### config.mk
export PLATFORM = sky130hd
export DESIGN_NAME = pong_game_ctrl
export DESIGN_NICKNAME = d
export VERILOG_FILES = /design/src/rtl/pong_game_ctrl.sv
export SDC_FILE = /design/constraint.sdc
export NUM_CORES = 1
export LEC_CHECK = 0
export ABC_AREA = 1
export BUFFER_PORTS_ARGS = -buffer_cell sky130_fd_sc_hd__clkbuf_2
export CAP_MARGIN = 30
export CORE_MARGIN = 3
export CORE_UTILIZATION = 59
export DETAILED_ROUTE_END_ITERATION = 16
export HOLD_SLACK_MARGIN = 0.03
export PLACE_DENSITY = 0.81
export SYNTH_ARGS = -nofsm -noshare
export SYNTH_HDL_FRONTEND = slang
export SYNTH_SLANG_ARGS = --single-unit
### constraint.sdc
create_clock -name clk -period 3.5 [get_ports clk]
set_input_delay 1.05 -clock clk [delete_from_list [all_inputs] [get_ports clk]]
set_output_delay 1.05 -clock clk [all_outputs]
set_load 0.005 [all_outputs]
### src/rtl/pong_game_ctrl.sv
// Pong game-flow controller: sequences idle/serve/play/point/game-over, keeps scores
// and issues one-cycle position-load, serve and physics-step enables each frame.
module pong_game_ctrl #(
    parameter int WIN_SCORE   = 7,
    parameter int SCORE_W     = 4,
    parameter int SERVE_DELAY = 60,
    parameter int TICK_DIV    = 1
) (
    input  logic               clk,
    input  logic               rst,
    input  logic               frame_start,
    input  logic [3:0]         btn_n,
    input  logic               miss_left,
    input  logic               miss_right,
    output logic               load_pos,
    output logic               serve,
    output logic               serve_dir,
    output logic               step_en,
    output logic [SCORE_W-1:0] score_p1,
    output logic [SCORE_W-1:0] score_p2,
    output logic               game_over,
    output logic               winner,
    output logic [2:0]         state
);
    localparam int SC_W = $clog2(SERVE_DELAY + 1);
    localparam int TK_W = $clog2(TICK_DIV + 1);
    localparam logic [SC_W-1:0]    SERVE_INIT = SC_W'(SERVE_DELAY);
    localparam logic [TK_W-1:0]    TICK_LAST  = TK_W'(TICK_DIV - 1);
    localparam logic [SCORE_W-1:0] WIN        = SCORE_W'(WIN_SCORE);

    typedef enum logic [2:0] {
        IDLE       = 3'd0,
        SERVE_WAIT = 3'd1,
        PLAY       = 3'd2,
        POINT      = 3'd3,
        GAME_OVER  = 3'd4
    } state_t;

    state_t              st_q, st_d;
    logic [3:0]          sync1, sync2;
    logic                any_press;
    logic [SC_W-1:0]     serve_cnt_q, serve_cnt_d;
    logic [TK_W-1:0]     tick_q, tick_d;
    logic [SCORE_W-1:0]  p1_d, p2_d;
    logic                dir_d, winner_d, armed_q, armed_d;
    logic                load_d, serve_d, step_d;

    assign any_press = |(~sync2);
    assign state     = st_q;

    always_ff @(posedge clk) begin
        if (rst) begin
            st_q        <= IDLE;
            sync1       <= 4'hF;
            sync2       <= 4'hF;
            serve_cnt_q <= '0;
            tick_q      <= '0;
            score_p1    <= '0;
            score_p2    <= '0;
            serve_dir   <= 1'b1;
            winner      <= 1'b0;
            armed_q     <= 1'b0;
            load_pos    <= 1'b0;
            serve       <= 1'b0;
            step_en     <= 1'b0;
            game_over   <= 1'b0;
        end else begin
            st_q        <= st_d;
            sync1       <= btn_n;
            sync2       <= sync1;
            serve_cnt_q <= serve_cnt_d;
            tick_q      <= tick_d;
            score_p1    <= p1_d;
            score_p2    <= p2_d;
            serve_dir   <= dir_d;
            winner      <= winner_d;
            armed_q     <= armed_d;
            load_pos    <= load_d;
            serve       <= serve_d;
            step_en     <= step_d;
            game_over   <= (st_d == GAME_OVER);
        end
    end

    always_comb begin
        st_d        = st_q;
        serve_cnt_d = serve_cnt_q;
        tick_d      = tick_q;
        p1_d        = score_p1;
        p2_d        = score_p2;
        dir_d       = serve_dir;
        winner_d    = winner;
        armed_d     = armed_q;
        load_d      = 1'b0;
        serve_d     = 1'b0;
        step_d      = 1'b0;
        unique case (st_q)
            IDLE: if (any_press) begin
                st_d        = SERVE_WAIT;
                load_d      = 1'b1;
                serve_cnt_d = SERVE_INIT;
            end
            SERVE_WAIT: if (frame_start) begin
                serve_cnt_d = serve_cnt_q - 1'b1;
                if (serve_cnt_q == SC_W'(1)) begin
                    st_d    = PLAY;
                    serve_d = 1'b1;
                    tick_d  = '0;
                end
            end
            PLAY: begin
                // A miss wins over a coincident frame, so no step is issued on a scoring cycle.
                if (miss_left || miss_right) begin
                    st_d = POINT;
                    if (miss_left && !miss_right) begin
                        dir_d = 1'b0;
                        if (score_p2 != WIN) p2_d = score_p2 + 1'b1;
                    end else if (miss_right && !miss_left) begin
                        dir_d = 1'b1;
                        if (score_p1 != WIN) p1_d = score_p1 + 1'b1;
                    end
                end else if (frame_start) begin
                    if (tick_q == TICK_LAST) begin
                        tick_d = '0;
                        step_d = 1'b1;
                    end else begin
                        tick_d = tick_q + 1'b1;
                    end
                end
            end
            POINT: begin
                armed_d = 1'b0;
                if (score_p1 == WIN) begin
                    st_d     = GAME_OVER;
                    winner_d = 1'b0;
                end else if (score_p2 == WIN) begin
                    st_d     = GAME_OVER;
                    winner_d = 1'b1;
                end else begin
                    st_d        = SERVE_WAIT;
                    load_d      = 1'b1;
                    serve_cnt_d = SERVE_INIT;
                end
            end
            GAME_OVER: begin
                // Restart needs a full release first so a held button cannot skip the end screen.
                if (armed_q && any_press) begin
                    st_d        = SERVE_WAIT;
                    armed_d     = 1'b0;
                    p1_d        = '0;
                    p2_d        = '0;
                    load_d      = 1'b1;
                    serve_cnt_d = SERVE_INIT;
                end else if (!any_press) begin
                    armed_d = 1'b1;
                end
            end
            default: st_d = IDLE;
        endcase
    end
endmodule

## Word-level counts from Yosys, hierarchy flattened

Index checks and enable logic that the tools add are counted.

| word-level totals | value |
|---|---|
| register bits after elaboration | 33 |
| input port bits | 9 |
| output and inout port bits | 17 |
| word-level logic and storage cells | 114 |

| operators by class | value |
|---|---|
| add/subtract/negate cells | 4 |
| equality and inequality tests | 25 |
| multiplexer cells | 44 |
| bitwise gates (word level) | 4 |
| reduce and logical (&&, ||, !) cells | 23 |

Operators by type and width:

| operator | count |
|---|---|
| $mux 4 | 8 |
| $mux 6 | 5 |
| $ne 2x2->1 const B | 14 |
| $pmux 6 s4 | 1 |
| $mux 3 | 7 |
| $mux 1 | 17 |
| $pmux 4 s2 | 2 |
| $pmux 3 s5 | 1 |
| $reduce_and 6->1 | 2 |
| $reduce_and 5->1 | 2 |
| $reduce_bool 2->1 | 5 |
| $add 4x1->4 const B | 2 |
| $eq 4x3->1 const B | 2 |
| $ne 4x3->1 const B | 2 |
| $reduce_or 4->1 | 2 |
| $eq 3x2->1 const B | 2 |
| $eq 3x3->1 const B | 2 |
| $eq 6x1->1 const B | 1 |
| $sub 6x1->6 const B | 1 |
| $not 4->4 | 1 |
| $pmux 1 s2 | 2 |
| $reduce_and 2->1 | 2 |
| $reduce_bool 4->1 | 1 |
| $eq 3x1->1 const B | 1 |
| 10 further kinds | 15 |

## Longest topological paths before layout

| logic depth | value |
|---|---|
| depth in word-level cells | 6 |
| depth in mapped cells | 9 |

## Worst setup path before layout

Ideal clock, no wire load.

| path | value |
|---|---|
| kind | input to register |
| start point | in miss_left |
| end point | reg score_p1[1] |
| library setup time | 132 ps |
| arrival time | 1806 ps |
| required time | 3368 ps |
| setup slack | 1561 ps |
| cell stages on the path | 8 |
| path buffers | 0 |
| cells stage by stage | inv_1 > ha_1 > nor2_1 > nand3_1 > nand2_1 > nand2_1 > nand2_1 > a21oi_1 |

| between the ends | value |
|---|---|
| longest elaborated chain between the ends | 4 |
| elaborated cells on any way between the ends | 8 |

RTL lines:

| item | line | RTL |
|---|---|---|
| start: declaration | 13 | `input logic miss_left,` |
| $logic_not 1->1 | 118 | `end else if (miss_right && !miss_left) begin` |
| $logic_and 1x1->1 | 118 |  |
| $ne 2x2->1 (no line) | n/a |  |
| $reduce_and 6->1 (no line) * | n/a |  |
| end signal: assignment | 73 | `score_p1 <= p1_d;` |
| end: declaration | 19 | `output logic [SCORE_W-1:0] score_p1,` |

Mark *: on every way between the ends. The rest lies on a longest branch, timed or not.
A chain may end at the register's enable or synchronous reset.

## Worst setup path after layout

| path | value |
|---|---|
| start point | reg st_q[2], in the netlist state[2] |
| end point | out state[2] |

RTL lines:

| item | line | RTL |
|---|---|---|
| start: declaration | 39 | `state_t st_q, st_d;` |
| start signal: assignment | 68 | `st_q <= st_d;` |
| end: declaration | 23 | `output logic [2:0] state` |

No word-level cell between the ends.

==> results.md <==
- Max incr delay on CP: 0.46 ns
- Synthesized Nets: 219
- Final min period: 2.000 ns
- Cell chain of the critical path: clkbuf_2
- Switch Pwr: 204.0 uW
- Slew Viols, Final: 0
- # H-tree levels: 2
- Synthesized area: 0.001541 sq mm
- Gpl congestion: 0.8975
- Clock power share: 26.5%
- N_diodes: 0
- Initial drt markers: 80
- Register area share after synthesis: 41.56%
- Worst Clk Skew: 0.008301 ns
- I/O pins: 26
- Crit path launch type: flip-flop
- Initial antenna violation count: 0
- Clock network latency to the later pin of the worst-skew pair: 0.33 ns
- PostCTS Resize Cnt: 0
- Hold Buf Count CTS: 0
- CP top delay family: flip-flops
- TritonCTS clock tree: done
- Grt ovf: 0
- Final TNS setup: 0 ns
- CTS sink cnt: 32
- Clock Tree Buf Depth: 2
- Top cell type's share of synthesized area: 41.56%
- Critical Path RT: 2.45 ns
- FMAX: 500.1 MHz
- Final WL: 3146 um
- Nets: 248
- Comb pwr share: 17.4%
- Switching share of power: 28.73%
- Synth top area cells: dfxtp_1, nand2_1, a21oi_1
- Setup WS pre-CTS: 1.283 ns
- Worst hold path class: flip-flop to flip-flop
- Via count: 1413
- Final hold viol count: 0
- RSZ-0062 raised after global routing: false
- Max-cap viol count: 0
- Syn Area/Cell: 7.593 sq um
- Die width: 57.12 um
- Area grow syn2layout: 12.66%
- Root buf cell: clkbuf_4
- Crit Path Max Fanout: 4
- CP bufs+invs: 1
- Peak VDD IR: 0.0004090 V
- Synth area leader: dfxtp_1
- First-pass iteration count of the detailed router: 4
- Postcts setup bufs: 0
- Worst rel slew slack: 66.10%
- Crit end category: primary output
- Pin count of the biggest net entering global routing: 29
- Num CTS Buffers: 5
- Core area: 0.002340 sq mm
- First-pass GRT wire length: 5616 um
- Int Power: 506.2 uW
- PwrDens: 409.0 mW/mm^2
- Synth cell types: 22
- Worst-Margin Slew: 0.5085 ns
- Initial Util: 65.88%
- Die area: 0.003262 sq mm
- #FFs+latches synth: 32
- Status: complete, no violations
- Critical path class: flip-flop to primary output
- Vias in the first global route: 1280
- Row cnt: 17
- Port Buffers: 25
- Sequential power share: 56.0%
- CTS clk-pin slew, worst paths: 0.09 ns
- DR WL/cell: 12.10 um
- Remaining antenna violation count: 0
- # DRC: 0
- # setup viols final: 0
- Final worst slack: 1.501 ns
- Total track usage: 21.97%
- Post-DP HPWL: 2313 um
- Pleak: 0.7707 nW
- Share of post-route cells with drive strength above 1: 23.71%
- Vias per cell: 5.435
- Cell count after synthesis: 203
- Critical path's slowest cell: dfxtp_1
- Die height: 57.12 um
- Final period util: 57.13%
- Synth warn: 0
- Fill cell count: 188
- Crit path DAT: 0.95 ns
[synthesized netlist by cell type]
cell type,instances
dfxtp_1,32
nand2_4,3
nand2_1,39
nand2_2,4
nor2_4,2
nor3_4,1
xnor2_1,1
inv_1,17
nand4_1,6
nor2_2,2
nand3_1,14
o211ai_1,1
nand3b_1,4
xor2_1,2
nor2_1,20
or2_2,10
inv_2,2
o21ai_0,10
a21oi_1,21
clkbuf_1,3
o21ai_1,2
ha_1,7
[cells by family after synthesis]
family / count (synthesis) / synth area share, %
compound gates: 34 / 11.20
xor+xnor: 3 / 1.705
fa+ha+maj: 7 / 5.682
buf+inv: 22 / 5.357
flops: 32 / 41.56
simple gates: 105 / 34.50
[sequential cells by signal, indices dropped and copies added, names as in the netlist]
name,cells
serve_cnt_q,6
score_p1,4
score_p2,4
sync1,4
sync2,4
state,3
armed_q,1
game_over,1
load_pos,1
serve,1
serve_dir,1
step_en,1
winner,1
[final cells by class]
| cell class | count | area, sq um | share of cell area, % |
|---|---|---|---|
| multi-input cells | 149 | 818.3 | 47.12 |
| inverters | 19 | 71.32 | 4.107 |
| clock inverters | 1 | 5.005 | 0.2882 |
| flip-flops and latches | 32 | 640.6 | 36.89 |
| well taps | 28 | 35.03 | 2.017 |
| repair buffers | 25 | 125.1 | 7.205 |
| clock buffers | 6 | 41.29 | 2.378 |
[cell usage in the layout, fill, tap and decap left out, types with 2 or more instances in the layout]
cell type  netlist  final
dfxtp_1         32     32
a21oi_1         21     21
o21ai_1          2      2
clkbuf_2         0     25
nand3b_1         4      4
nor2_4           2      2
nand2_1         39     39
clkbuf_4         0      5
nand2_4          3      3
or2_2           10     10
xor2_1           2      2
ha_1             7      7
inv_2            2      2
nand4_1          6      6
nand3_1         14     14
inv_1           17     17
o21ai_0         10     10
nor2_2           2      2
nor2_1          20     20
nand2_2          4      4
[metrics by stage]
stage               std cells  power (mW)  instance area, sq um  hold WS (ns)  utilization [%]
floorplan                 203      0.4990                  1541        0.3895                -
global placement          253      0.5224                  1690        0.3899            72.25
detailed placement        253      0.5289                  1690        0.3963            72.25
CTS                       260      0.7155                  1737        0.4143            74.22
global route              260      0.7648                  1737        0.4212            74.22
finish                    260      0.7103                  1737        0.4069            74.22
[worst paths after layout]
kind                                   from        endpoint  slack (ns)  cells past startpoint
worst max register to register  score_p1[0]  serve_cnt_q[1]        1.98                      8
worst max-delay path               state[2]        state[2]        1.50                      1
worst min-delay path               sync1[3]        sync2[3]        0.41                      1
worst min register to register     sync1[3]        sync2[3]        0.41                      1
[power by group through the flow]
stage | logic, mW | registers (mW) | clock network, mW
floorplan | 0.0955 | 0.403 | 0
global placement | 0.117 | 0.406 | 0
detailed placement | 0.122 | 0.406 | 0
CTS | 0.124 | 0.398 | 0.194
global route | 0.145 | 0.401 | 0.220
finish | 0.124 | 0.398 | 0.189
[per-layer routing]
| metal | GRT usage [%] | share of wire, % |
|---|---|---|
| met1 | 27.27 | 46 |
| met2 | 35.07 | 45 |
| met3 | 8.824 | 6.9 |
| met4 | 6.623 | 1.8 |
| met5 | 0 | 0 |
Power figures use the tool's default switching activity.
